`config.mk`:
```
export PLATFORM = sky130hd
export DESIGN_NAME = vga_sync_gen
export DESIGN_NICKNAME = d
export VERILOG_FILES = /design/src/rtl/vga_sync_gen.sv
export SDC_FILE = /design/constraint.sdc
export NUM_CORES = 1
export LEC_CHECK = 0
export ABC_AREA = 1
export CORE_MARGIN = 5
export CORE_UTILIZATION = 57
export DETAILED_ROUTE_END_ITERATION = 10
export HOLD_SLACK_MARGIN = 0.05
export PLACE_DENSITY_LB_ADDON = 0.05
export SETUP_SLACK_MARGIN = 0.15
export SLEW_MARGIN = 25
export SYNTH_ARGS = -nofsm -noshare
export SYNTH_HDL_FRONTEND = slang
export SYNTH_SLANG_ARGS = --single-unit
export TNS_END_PERCENT = 5
```
`constraint.sdc`:
```
create_clock -name clk -period 3.5 [get_ports clk]
set_clock_uncertainty 0.1 [all_clocks]
set_input_delay 0.875 -clock clk [delete_from_list [all_inputs] [get_ports clk]]
set_output_delay 0.875 -clock clk [all_outputs]
set_load 0.01 [all_outputs]
```
`src/rtl/vga_sync_gen.sv`:
```
// rtl/vga_sync_gen.sv - VGA raster timing generator; optional frame counter under VGA_FRAME_CNT_EN
module vga_sync_gen #(
   parameter int unsigned H_VISIBLE = 640,
   parameter int unsigned H_FRONT   = 16,
   parameter int unsigned H_SYNC    = 96,
   parameter int unsigned H_BACK    = 48,
   parameter int unsigned V_VISIBLE = 480,
   parameter int unsigned V_FRONT   = 10,
   parameter int unsigned V_SYNC    = 2,
   parameter int unsigned V_BACK    = 33,
   parameter bit          HSYNC_POL = 1'b0,
   parameter bit          VSYNC_POL = 1'b0
) (
   input  logic        clk,
   input  logic        clr,
   output logic        hsync,
   output logic        vsync,
   output logic        video_on,
   output logic [9:0]  pix_x,
   output logic [9:0]  pix_y,
   output logic        line_start,
   output logic        frame_start
`ifdef VGA_FRAME_CNT_EN
   ,
   output logic [15:0] frame_cnt
`endif
);

   localparam int unsigned H_TOTAL = H_VISIBLE + H_FRONT + H_SYNC + H_BACK;
   localparam int unsigned V_TOTAL = V_VISIBLE + V_FRONT + V_SYNC + V_BACK;

   // Counter wrap points and decode bounds; decode is done in 11 bits so a
   // bound of exactly 1024 still compares correctly against a 10-bit counter.
   localparam logic [9:0]  H_LAST   = 10'(H_TOTAL - 1);
   localparam logic [9:0]  V_LAST   = 10'(V_TOTAL - 1);
   localparam logic [10:0] H_VIS    = 11'(H_VISIBLE);
   localparam logic [10:0] V_VIS    = 11'(V_VISIBLE);
   localparam logic [10:0] HS_START = 11'(H_VISIBLE + H_FRONT);
   localparam logic [10:0] HS_STOP  = 11'(H_VISIBLE + H_FRONT + H_SYNC);
   localparam logic [10:0] VS_START = 11'(V_VISIBLE + V_FRONT);
   localparam logic [10:0] VS_STOP  = 11'(V_VISIBLE + V_FRONT + V_SYNC);

   logic [9:0] hc_q, hc_d;
   logic [9:0] vc_q, vc_d;
   logic       run_q, run_d;

   logic       hsync_q, hsync_d;
   logic       vsync_q, vsync_d;
   logic       video_on_q, video_on_d;
   logic       line_start_q, line_start_d;
   logic       frame_start_q, frame_start_d;

   logic [10:0] hx, vy;

   // Next counter state: the first edge after reset only arms the run flag so
   // that (0,0) is presented for a full cycle; afterwards the raster advances.
   always_comb begin
      hc_d  = hc_q;
      vc_d  = vc_q;
      run_d = 1'b1;
      if (run_q) begin
         if (hc_q == H_LAST) begin
            hc_d = '0;
            vc_d = (vc_q == V_LAST) ? '0 : vc_q + 10'd1;
         end else begin
            hc_d = hc_q + 10'd1;
         end
      end
   end

   // Decode the next-state position so registered outputs line up with pix_x/pix_y.
   always_comb begin
      hx            = {1'b0, hc_d};
      vy            = {1'b0, vc_d};
      video_on_d    = (hx < H_VIS) && (vy < V_VIS);
      hsync_d       = ((hx >= HS_START) && (hx < HS_STOP)) ? HSYNC_POL : ~HSYNC_POL;
      vsync_d       = ((vy >= VS_START) && (vy < VS_STOP)) ? VSYNC_POL : ~VSYNC_POL;
      line_start_d  = (hc_d == 10'd0);
      frame_start_d = (hc_d == 10'd0) && (vc_d == 10'd0);
   end

   // Counter, run flag and output registers with asynchronous clear.
   always_ff @(posedge clk or posedge clr) begin
      if (clr) begin
         hc_q          <= '0;
         vc_q          <= '0;
         run_q         <= 1'b0;
         hsync_q       <= ~HSYNC_POL;
         vsync_q       <= ~VSYNC_POL;
         video_on_q    <= 1'b0;
         line_start_q  <= 1'b0;
         frame_start_q <= 1'b0;
      end else begin
         hc_q          <= hc_d;
         vc_q          <= vc_d;
         run_q         <= run_d;
         hsync_q       <= hsync_d;
         vsync_q       <= vsync_d;
         video_on_q    <= video_on_d;
         line_start_q  <= line_start_d;
         frame_start_q <= frame_start_d;
      end
   end

   assign hsync       = hsync_q;
   assign vsync       = vsync_q;
   assign video_on    = video_on_q;
   assign pix_x       = hc_q;
   assign pix_y       = vc_q;
   assign line_start  = line_start_q;
   assign frame_start = frame_start_q;

`ifdef VGA_FRAME_CNT_EN
   logic [15:0] frame_cnt_q;

   // Count frames on the same edge that raises frame_start; wraps naturally.
   always_ff @(posedge clk or posedge clr) begin
      if (clr) begin
         frame_cnt_q <= '0;
      end else if (frame_start_d) begin
         frame_cnt_q <= frame_cnt_q + 16'd1;
      end
   end

   assign frame_cnt = frame_cnt_q;
`endif

endmodule
```
Yosys cells after proc, flatten, opt, wreduce, memory -nomap -nowiden
Cells that the tools add are included.

cells by class
  eq/ne operators = 2
  add/sub/neg operators = 2
  order comparisons = 6
  reduce and logical (&&, ||, !) cells = 6
  mux-type cells = 7

operators by type and width
  kind                                                                 count
  2-to-1 mux 10 bit                                                    5
  adder 10 x 1 -> 10 bit (second input constant)                       2
  equality test 10 bit (second input constant)                         2
  zero test 10 bit                                                     2
  < comparator 10 bit (second input constant)                          2
  < comparator 10 x 9 -> 1 bit (second input constant)                 2
  greater-or-equal comparator 10 bit (second input constant)           1
  greater-or-equal comparator 10 x 9 -> 1 bit (second input constant)  1
  logical AND 1 bit                                                    4
  2-to-1 mux 1 bit                                                     2

storage, ports and cells
  bits of input ports = 2
  flip-flop bits (word level) = 26
  word-level logic and storage cells = 31

Longest topological paths before layout
  depth after elaboration = 7
  mapped depth = 13

Least setup slack after synthesis
No wires, ideal clock.

  path kind = reg2reg
  from = reg hc_q[0] (netlist: pix_x[0])
  to = reg video_on_q (netlist: video_on)
  setup slack = 1.744 ns
  arrival time = 1.536 ns
  buffers on the path = 0
  stages on the path, launching flop included = 13
  setup time = 0.120 ns
  data required time = 3.280 ns
  cell sequence = dfrtp_1 -> ha_1 -> nand2_1 -> inv_2 -> nand3_2 -> nor2_4 -> nand3_1 -> nand2_1 -> nand2_1 -> inv_1 -> nand3_1 -> nor2_1 -> nor2_1

between the ends
  word-level cells in the longest chain between the ends = 5
  elaborated cells between the ends (all ways) = 9

ends and longest elaborated chain
  element                       line  text
  from (decl)                   43    logic [9:0] hc_q, hc_d;
  from (signal assigned)        85    hc_q <= '0;
  from (signal assigned)        94    hc_q <= hc_d;
  equality test 10 bit          62    if (hc_q == H_LAST) begin
  2-to-1 mux 10 bit             62
  2-to-1 mux 10 bit             61    if (run_q) begin
  net vc_d[5]                   44    logic [9:0] vc_q, vc_d;
  < comparator 10 x 9 -> 1 bit  75    video_on_d = (hx < H_VIS) && (vy < V_VIS);
  logical AND 1 bit             75
  net video_on_d                49    logic video_on_q, video_on_d;
  to (signal assigned)          99    video_on_q <= video_on_d;
  to (decl)                     49

The timed path passes the listed nets, and every way through them passes these cells.

Final worst setup path
  from = reg hc_q[6] (netlist: pix_x[6])
  to = out pix_x[6]

RTL lines
  element    line  text
  to (decl)  19    output logic [9:0] pix_x,

No word-level cell between the ends.

==> results.ini <==
[timing]
maxSlewHeadroom = 0.585
hold_viol = 0
timing.final.crit_share = 0.680
setup_viol = 0
worstMarginPinSlew_ns = 0.623
post-route-min-period_ns = 2.38
timing.fmax_ghz = 0.420
slew_viol_final = 0
holdWs_ns = 0.516
tns_ns = 0
rsz0062_at_grt = no

[cells_and_area]
multiInputGateArea_um2 = 747
syn2layout_area_growth_pct = 20.8
num-fill-cells = 221
drive_gt1_frac = 0.0923
fin_nets = 266
seq_area_um2 = 653
diodes = 0

[detailed_routing]
routed_wl_mm = 3.39
routedWlPerCell_um = 11.6
drt.antenna.violating_nets = 0
drtIter0Drc = 82
vias = 1442
via_per_inst = 4.96
drc = 0
dr.pass1.iters = 4

[cts]
insertion_delay_ns = 0.31
cts_buffer_depth = 2
post-cts-setup-buffers = 0
cts_tree = yes
cts-resized-gates = 0
cts.htree.levels = 1
clock-root-buffer = clkbuf_4
cts_buffers = 3
clkSinkCount = 26
cts.clk_slew.worst_paths_ns = 0.13
postCtsHoldBufs = 0

[setup_path]
endpoint_kind = output port
max_stage_delay_ns = 0.59
crit_path_top_delay_cell = clkdlybuf4s50_1
path_class = reg2out
arrival_ns = 1.40
crit_buf_inv = 1
start_kind = register
crit_family = buffers and inverters
critPathMaxFanout = 8
critPathRequiredTime_ns = 2.52
crit_chain = clkdlybuf4s50_1

[global_route]
overflow = 0
grt_usage = 0.183
grt_pass1_vias = 1404
antenna_found_initial = 0
grt_max_degree = 27
grt_pass1_wl_mm = 5.97

[placement]
gp_congestion = 0.861
hpwl_mm = 2.67
portBuffers = 26

[floorplanning]
die_h_um = 63.3
rows = 19
coreArea_um2 = 2730
initial_core_util = 0.593
die_area_um2 = 4010
io-pin-count = 27
fp.dieW_um = 63.3

[synth]
synth_seq_cells = 26
netlist_area_um2 = 1620
yosysSeqAreaShare = 0.403
ys_types = 26
avgSynthCellArea_um2 = 6.99
syn-num-nets = 237
yosysWarnings = 0
synth_cells = 232

[job]
maxCapViolations = 0

[power]
powerDensity_nw_per_um2 = 419
leakagePower_uw = 0.00108
peakVddDrop_uv = 364

[status]
outcome = complete, no violations

[hold_path]
hold_class = reg2reg

==> sequential cells by signal, indices dropped and copies added, names as in the netlist <==
register and count:
video_on 1, run_q 1, frame_start 1, line_start 1
hsync 1, pix_y 10, pix_x 10, vsync 1
==> per-layer routing <==
metal / wire [um] / part of all wire / GRT usage / vias up
met4: 100 / 0.030 / 0.0805 / 0
li1: - / - / - / 759
met3: 136 / 0.040 / 0.0266 / 10
met1: 1510 / 0.45 / 0.230 / 644
met2: 1640 / 0.48 / 0.308 / 29
met5: 0 / 0 / 0 / -
==> synth_stat cells (all sizes together) <==
cell type	count	share of area
a21oi	4	0.012
nand2	62	0.15
nand3	28	0.093
o21bai	1	0.0046
a21o	1	0.0046
nand4	8	0.040
xor2	2	0.011
inv	54	0.13
clkbuf	1	0.0023
buf	1	0.0069
nor3	2	0.013
o21ai	4	0.012
dfrtp	24	0.37
nor2	33	0.10
ha	3	0.023
clkinv	1	0.0023
conb	1	0.0023
dfstp	2	0.032
==> cell usage in the layout, fill, tap and decap left out, drive strengths merged, types with 3 or more instances in the layout <==
cell,instances
dfrtp,24
nand2,62
ha,3
inv,54
nand3,28
nand4,8
clkdlybuf4s50,26
nor2,33
o21ai,4
a21oi,4
clkbuf,3
==> power by group <==
part	total [uW]	leakage [uW]	switching, uW	internal (uW)
combinational	250	0.000711	140	110
sequential	370	0.000338	34.9	335
clock	201	0.0000279	85.1	116
==> logic make-up (layout without fill, tap and decap cells) <==
group,after synthesis,in the layout,share of synthesized area
other cells,1,1,0.00231
xor+xnor,2,2,0.0108
flops,26,26,0.403
fa+ha+maj,3,3,0.0232
simple gates,133,133,0.390
buf+inv,57,85,0.137
compound gates,10,10,0.0339
==> through the flow <==
stage	area, um^2	utilization	power (uW)	worst slack, ns	cells
after floorplan	1620	-	532	1.74	232
after global placement	1910	0.697	625	1.35	287
after detailed placement	1910	0.697	630	1.34	287
after CTS	1960	0.716	831	1.11	291
after global routing	1960	0.716	874	1.04	291
final	1960	0.716	821	1.12	291
==> worst reg2reg max path, stage by stage, from the launching register on <==
cell     delay [ns]
dfrtp_1        0.77
nand2_1        0.19
nor2_4         0.20
nand3_1        0.11
nor2_1         0.10
nand3_1        0.07
nand3_1        0.13
nand2_1        0.08
nor2_2         0.13
nand2_1        0.06
nor2_1         0.08
==> final timing paths <==
check | from | endpoint | slack, ns | cells after the start
max | pix_x[6] | pix_x[6] | 1.12 | 1
min in group asynchronous | clr | frame_start | 0.80 | 2
max reg2reg | run_q | frame_start | 1.43 | 10
max in group asynchronous | clr | vsync | 2.14 | 2
min | pix_x[4] | pix_x[4] | 0.52 | 2
min reg2reg | pix_x[4] | pix_x[4] | 0.52 | 2
==> area by class of cell <==
class                      count  share of cell area
clock inverter                 1              0.0153
timing repair buffer          26               0.133
inverter                      55               0.105
multi-input combinational    149               0.381
sequential                    26               0.334
tap                           31              0.0198
clock buffer                   3              0.0115
Note: power is estimated with default switching activity, not from simulation.
